===== src/rtl/mem_2_pkg.sv =====
// mem2_pkg: shared constants and the address-width helper for the mem_2 operand buffer
package mem2_pkg;

    localparam int DEF_DATA_WIDTH  = 8;
    localparam int DEF_VETOR_WIDTH = 4;

    function automatic int clog2(input int value);
        int r = 0;
        while ((1 << r) < value) r++;
        return r;
    endfunction

endpackage


===== src/rtl/mem_2_if.sv =====
// mem_2_if: write/read strobe bundle of the mem_2 operand buffer
interface mem_2_if #(
    parameter int DATA_WIDTH = 8,
    parameter int ADDR_WIDTH = 5
);

    logic                  wr_en;
    logic [ADDR_WIDTH-1:0] wr_addr;
    logic [DATA_WIDTH-1:0] datain;
    logic                  rd_en;
    logic [ADDR_WIDTH-1:0] rd_addr;
    logic [DATA_WIDTH-1:0] data_out;

    modport master (output wr_en, wr_addr, datain, rd_en, rd_addr, input data_out);
    modport slave  (input wr_en, wr_addr, datain, rd_en, rd_addr, output data_out);

endinterface


===== src/rtl/mem_2_array.sv =====
// mem_2_array: storage array with write port and unregistered read lookup
module mem_2_array #(
    parameter int DATA_WIDTH = 8,
    parameter int DEPTH      = 32,
    parameter int ADDR_WIDTH = 5
) (
    input  logic                  clk,
    input  logic                  rst,
    input  logic                  wr_en,
    input  logic [ADDR_WIDTH-1:0] wr_addr,
    input  logic [DATA_WIDTH-1:0] datain,
    input  logic [ADDR_WIDTH-1:0] rd_addr,
    output logic [DATA_WIDTH-1:0] rd_data
);

    logic [DATA_WIDTH-1:0] mem [DEPTH];
    logic                  wr_ok;
    logic                  rd_ok;

    assign wr_ok   = 32'(wr_addr) < DEPTH;
    assign rd_ok   = 32'(rd_addr) < DEPTH;
    assign rd_data = rd_ok ? mem[rd_addr] : '0;

    // Reset clears only word 0; out-of-range writes are dropped
    always_ff @(posedge clk) begin
        if (rst)
            mem[0] <= '0;
        else if (wr_en && wr_ok)
            mem[wr_addr] <= datain;
    end

endmodule


===== src/rtl/mem_2.sv =====
// mem_2: 1W/1R synchronous operand RAM with registered read (one-cycle latency)
// Optional macro MEM2_WR_FIRST_EN: same-address read+write returns datain (write-first)
module mem_2
    import mem2_pkg::*;
#(
    parameter int DATA_WIDTH  = DEF_DATA_WIDTH,
    parameter int VETOR_WIDTH = DEF_VETOR_WIDTH
) (
    input logic     clk,
    input logic     rst,
    mem_2_if.slave  bus
);

    localparam int DEPTH      = VETOR_WIDTH * DATA_WIDTH;
    localparam int ADDR_WIDTH = clog2(DEPTH);

    logic [DATA_WIDTH-1:0] rd_data;
    logic [DATA_WIDTH-1:0] rd_word;

    mem_2_array #(
        .DATA_WIDTH (DATA_WIDTH),
        .DEPTH      (DEPTH),
        .ADDR_WIDTH (ADDR_WIDTH)
    ) u_array (
        .clk     (clk),
        .rst     (rst),
        .wr_en   (bus.wr_en),
        .wr_addr (bus.wr_addr),
        .datain  (bus.datain),
        .rd_addr (bus.rd_addr),
        .rd_data (rd_data)
    );

`ifdef MEM2_WR_FIRST_EN
    assign rd_word = (bus.wr_en && bus.wr_addr == bus.rd_addr && 32'(bus.rd_addr) < DEPTH)
                     ? bus.datain : rd_data;
`else
    assign rd_word = rd_data;
`endif

    // Read register: cleared by reset, loads on rd_en, otherwise holds
    always_ff @(posedge clk) begin
        if (rst)
            bus.data_out <= '0;
        else if (bus.rd_en)
            bus.data_out <= rd_word;
    end

endmodule


===== src/flat_wrapper.sv =====
// flat-port wrapper written by rule: the top's interface ports become plain ports
module mem_2_flat import mem2_pkg::*;
#(
    parameter int DATA_WIDTH  = DEF_DATA_WIDTH,
    parameter int VETOR_WIDTH = DEF_VETOR_WIDTH
)
  (clk, rst, bus_wr_en, bus_wr_addr, bus_datain, bus_rd_en, bus_rd_addr, bus_data_out);
  mem_2_if #(.DATA_WIDTH(DATA_WIDTH), .ADDR_WIDTH((5))) bus_i ();
  input logic clk;
  input logic rst;
  input wire logic [$bits(bus_i.wr_en)-1:0] bus_wr_en;
  input wire logic [$bits(bus_i.wr_addr)-1:0] bus_wr_addr;
  input wire logic [$bits(bus_i.datain)-1:0] bus_datain;
  input wire logic [$bits(bus_i.rd_en)-1:0] bus_rd_en;
  input wire logic [$bits(bus_i.rd_addr)-1:0] bus_rd_addr;
  output wire logic [$bits(bus_i.data_out)-1:0] bus_data_out;
  assign bus_i.wr_en = bus_wr_en;
  assign bus_i.wr_addr = bus_wr_addr;
  assign bus_i.datain = bus_datain;
  assign bus_i.rd_en = bus_rd_en;
  assign bus_i.rd_addr = bus_rd_addr;
  assign bus_data_out = bus_i.data_out;
  mem_2 #(.DATA_WIDTH(DATA_WIDTH), .VETOR_WIDTH(VETOR_WIDTH)) u_core (.clk(clk), .rst(rst), .bus(bus_i));
endmodule

===== config.mk =====
export PLATFORM = sky130hd
export DESIGN_NAME = mem_2_flat
export DESIGN_NICKNAME = d
export VERILOG_FILES = /design/src/rtl/mem_2_pkg.sv /design/src/rtl/mem_2_if.sv /design/src/rtl/mem_2_array.sv /design/src/rtl/mem_2.sv /design/src/flat_wrapper.sv
export SDC_FILE = /design/constraint.sdc
export NUM_CORES = 1
export LEC_CHECK = 0
export CORE_MARGIN = 5
export CORE_UTILIZATION = 35
export DETAILED_ROUTE_END_ITERATION = 8
export PLACE_DENSITY_LB_ADDON = 0.05
export SLEW_MARGIN = 20
export SYNTH_ARGS = -nofsm -noshare
export SYNTH_HDL_FRONTEND = slang
export SYNTH_SLANG_ARGS = --single-unit

===== constraint.sdc =====
create_clock -name clk -period 2.8 [get_ports clk]
set_input_delay 0.84 -clock clk [delete_from_list [all_inputs] [get_ports clk]]
set_output_delay 0.84 -clock clk [all_outputs]
set_load 0.02 [all_outputs]

==> metrics.md <==
| Metric | Value |
|---|---|
| Outcome | `finished clean` |
| RSZ-0062 raised after global routing | `false` |
| PortBufs | `29` |
| Maximum vdd drop | `0.4624 mV` |
| Cts repair resizes | `0` |
| Final Skew | `0.007518 ns` |
| Post-synthesis sequential area ratio | `75.04%` |
| FMAX | `0.3768 GHz` |
| Final Power | `0.008577 W` |
| Num CTS Buffers | `28` |
| Area share of fa/ha/maj cells after synthesis | `0%` |
| CTS H-Tree Depth | `1` |
| Gpl congestion | `0.8246` |
| Post-Synth Simple-Gate Area | `3.781%` |
| Synthesized instance count | `615` |
| DR vias | `5,741` |
| Distinct cell type count after synthesis | `23` |
| CTS root buf | `clkbuf_16` |
| Post-detail-place hpwl | `17,880 um` |
| FP Rows | `63` |
| #FFs+latches synth | `264` |
| Clock sinks | `264` |
| Crit Path Max Fanout | `14` |
| Grt total ovfl | `0` |
| Fin nets | `750` |
| Cts hold-fix bufs | `0` |
| Layout Utilization | `43.62%` |
| Worst setup EP type | `flip-flop` |
| Sum of negative setup slack | `0 ns` |
| Routed vias/inst | `5.036` |
| DRT Pass-1 Iters | `5` |
| Area Overhead vs Synth | `23.31%` |
| Most frequent cells in the layout | `256 x edfxtp_1, 128 x mux2i_1, 71 x buf_4, 64 x a22oi_1, 41 x nor2_1` |
| Slowest Stage Delay on Critical Path | `0.73 ns` |
| CP max stage cell | `nor2_2` |
| Synth Area in XOR/XNOR | `0%` |
| CTS tree | `yes` |
| Initial DRC count | `461` |
| Core Footprint | `0.02956 mm^2` |
| Hold Path Class | `reg2reg` |
| Full die area | `0.03344 mm^2` |
| Post CTS Setup Buffer Count | `0` |
| WP data required | `3.18 ns` |
| Maximum root-to-sink buffer count | `3` |
| Leak pwr | `4.128 nW` |
| Least-Margin Pin Slew | `0.9067 ns` |
| Synth Area in Compound Gates | `6.880%` |
| Pwr/cell area | `665.2 mW/mm^2` |
| Io pins | `30` |
| Main combinational cell family by area after synthesis | `multiplexers` |
| Pin count of the biggest net entering global routing | `33` |
| Critical Setup Path Class | `in2reg` |
| CP Cell Sequence | `clkdlybuf4s50_1 > nor2_2 > a22oi_1 > buf_4 > a21oi_1 > or4_1 > a211oi_1` |
| Clk Latency, worst-skew pair | `0.54 ns` |
| Reg clk slew, reported paths | `0.06 ns` |
| Ant. Diodes | `0` |
| Number of global-route vias before repair | `5,928` |
| Commonest non-fill, non-tap cell in the layout | `edfxtp_1` |
| Synth Area per Inst | `17.00 um^2` |
| Share of layout cells above drive strength 1 | `18.53%` |
| Post-synthesis mux area share | `12.25%` |
| Die Height | `182.9 um` |
| Final setup violation count | `0` |
| Tmin final | `2.654 ns` |
| Crit share post-route | `94.78%` |
| Routed Antenna Nets | `0` |
| Starting Density | `35.38%` |
| DRC viols | `0` |
| Routed wire length | `27,150 um` |
| Wire per inst | `23.81 um` |
| Synthesized area | `0.01046 mm^2` |
| Placement-stage cell area | `0.01196 mm^2` |
| Non-Filler Cell Area, Final | `0.01289 mm^2` |
| Tot GR Track Use | `16.09%` |
| First-pass GRT wire length | `39,480 um` |
| Chip width | `182.9 um` |
| Final slew viol count | `0` |
| Final Hold Fails | `0` |
| Max Cap Violations | `0` |
| Post-synth net total | `637` |
| CP arrival | `3.04 ns` |
| Slew headroom | `39.49%` |
| CP Launch Type | `input pin` |
| Initial antenna violation count | `1` |
| Ys Warns | `0` |
==> final timing paths <==
kind | from | endpoint | slack [ns] | depth (start not counted)
max | bus_rd_addr[1] | u_core.bus.data_out[4]$_SDFFE_PP0P_ | 0.15 | 7
min | u_core.bus.data_out[0]$_SDFFE_PP0P_ | u_core.bus.data_out[0]$_SDFFE_PP0P_ | 0.51 | 2
max reg2reg | u_core.u_array.mem[25][3]$_DFFE_PP_ | u_core.bus.data_out[3]$_SDFFE_PP0P_ | 0.98 | 6
min reg2reg | u_core.bus.data_out[0]$_SDFFE_PP0P_ | u_core.bus.data_out[0]$_SDFFE_PP0P_ | 0.51 | 2
==> synth_stat cells, drive strengths merged <==
master,instances,area [um^2]
a211oi,8,65.06
a21oi,33,165.2
a22oi,64,480.5
and2,9,56.30
buf,17,138.9
clkbuf,20,75.07
dfxtp,8,160.2
edfxtp,256,7687
mux2i,128,1281
nand2,3,11.26
nand2b,2,12.51
nand3,5,25.02
nand3b,2,15.01
nand4,1,6.260
nor2,42,157.7
nor2b,6,37.54
nor3b,1,7.510
o31a,1,8.760
or2,1,6.260
or4,8,60.06
==> kinds of logic after synthesis <==
kind of cell,count (synthesis)
flops,264
mux,128
compound gates,106
simple gates,80
buf+inv,37
==> where the power goes <==
group          switching, W  leakage (nW)  internal (W)
clock               0.00147         0.459       0.00225
sequential        0.0000191          1.97       0.00436
combinational      0.000275          1.70      0.000203
total               0.00176          4.13       0.00682
==> through the flow <==
step | hold WS [ns] | instances | setup WS, ns
after floorplan | 0.5565 | 615 | 0.03932
after global routing | 0.5420 | 1140 | 0.03426
after detailed placement | 0.5133 | 1088 | -0.4176
after CTS | 0.5233 | 1140 | 0.1173
after global placement | 0.5141 | 1088 | -0.3720
final | 0.5101 | 1140 | 0.1462
==> registers in the layout, summed over array words and instances, names as in the netlist <==
signal / count
u_core.u_array.mem: 256
u_core.bus.data_out: 8
==> layout make-up <==
cell class,instances,area [um^2]
fill,2634,16660
sequential,264,7848
multi-input combinational,314,2404
timing repair buffer,120,1225
clock buffer,34,744.5
tap,390,488.0
clock inverter,18,186.4
==> critical path, delay by kind of cell <==
family | cells | cell delay, ns
simple gates | 2 | 0.90
buf+inv | 2 | 0.67
compound gates | 3 | 0.61
==> routing by layer <==
| layer | global-route usage [%] | routed length [um] |
|---|---|---|
| met3 | 2.539 | 986 |
| met5 | 0 | 0 |
| met4 | 3.486 | 530 |
| met2 | 27.78 | 13760 |
| met1 | 21.70 | 11870 |
Power figures use the tool's default switching activity.
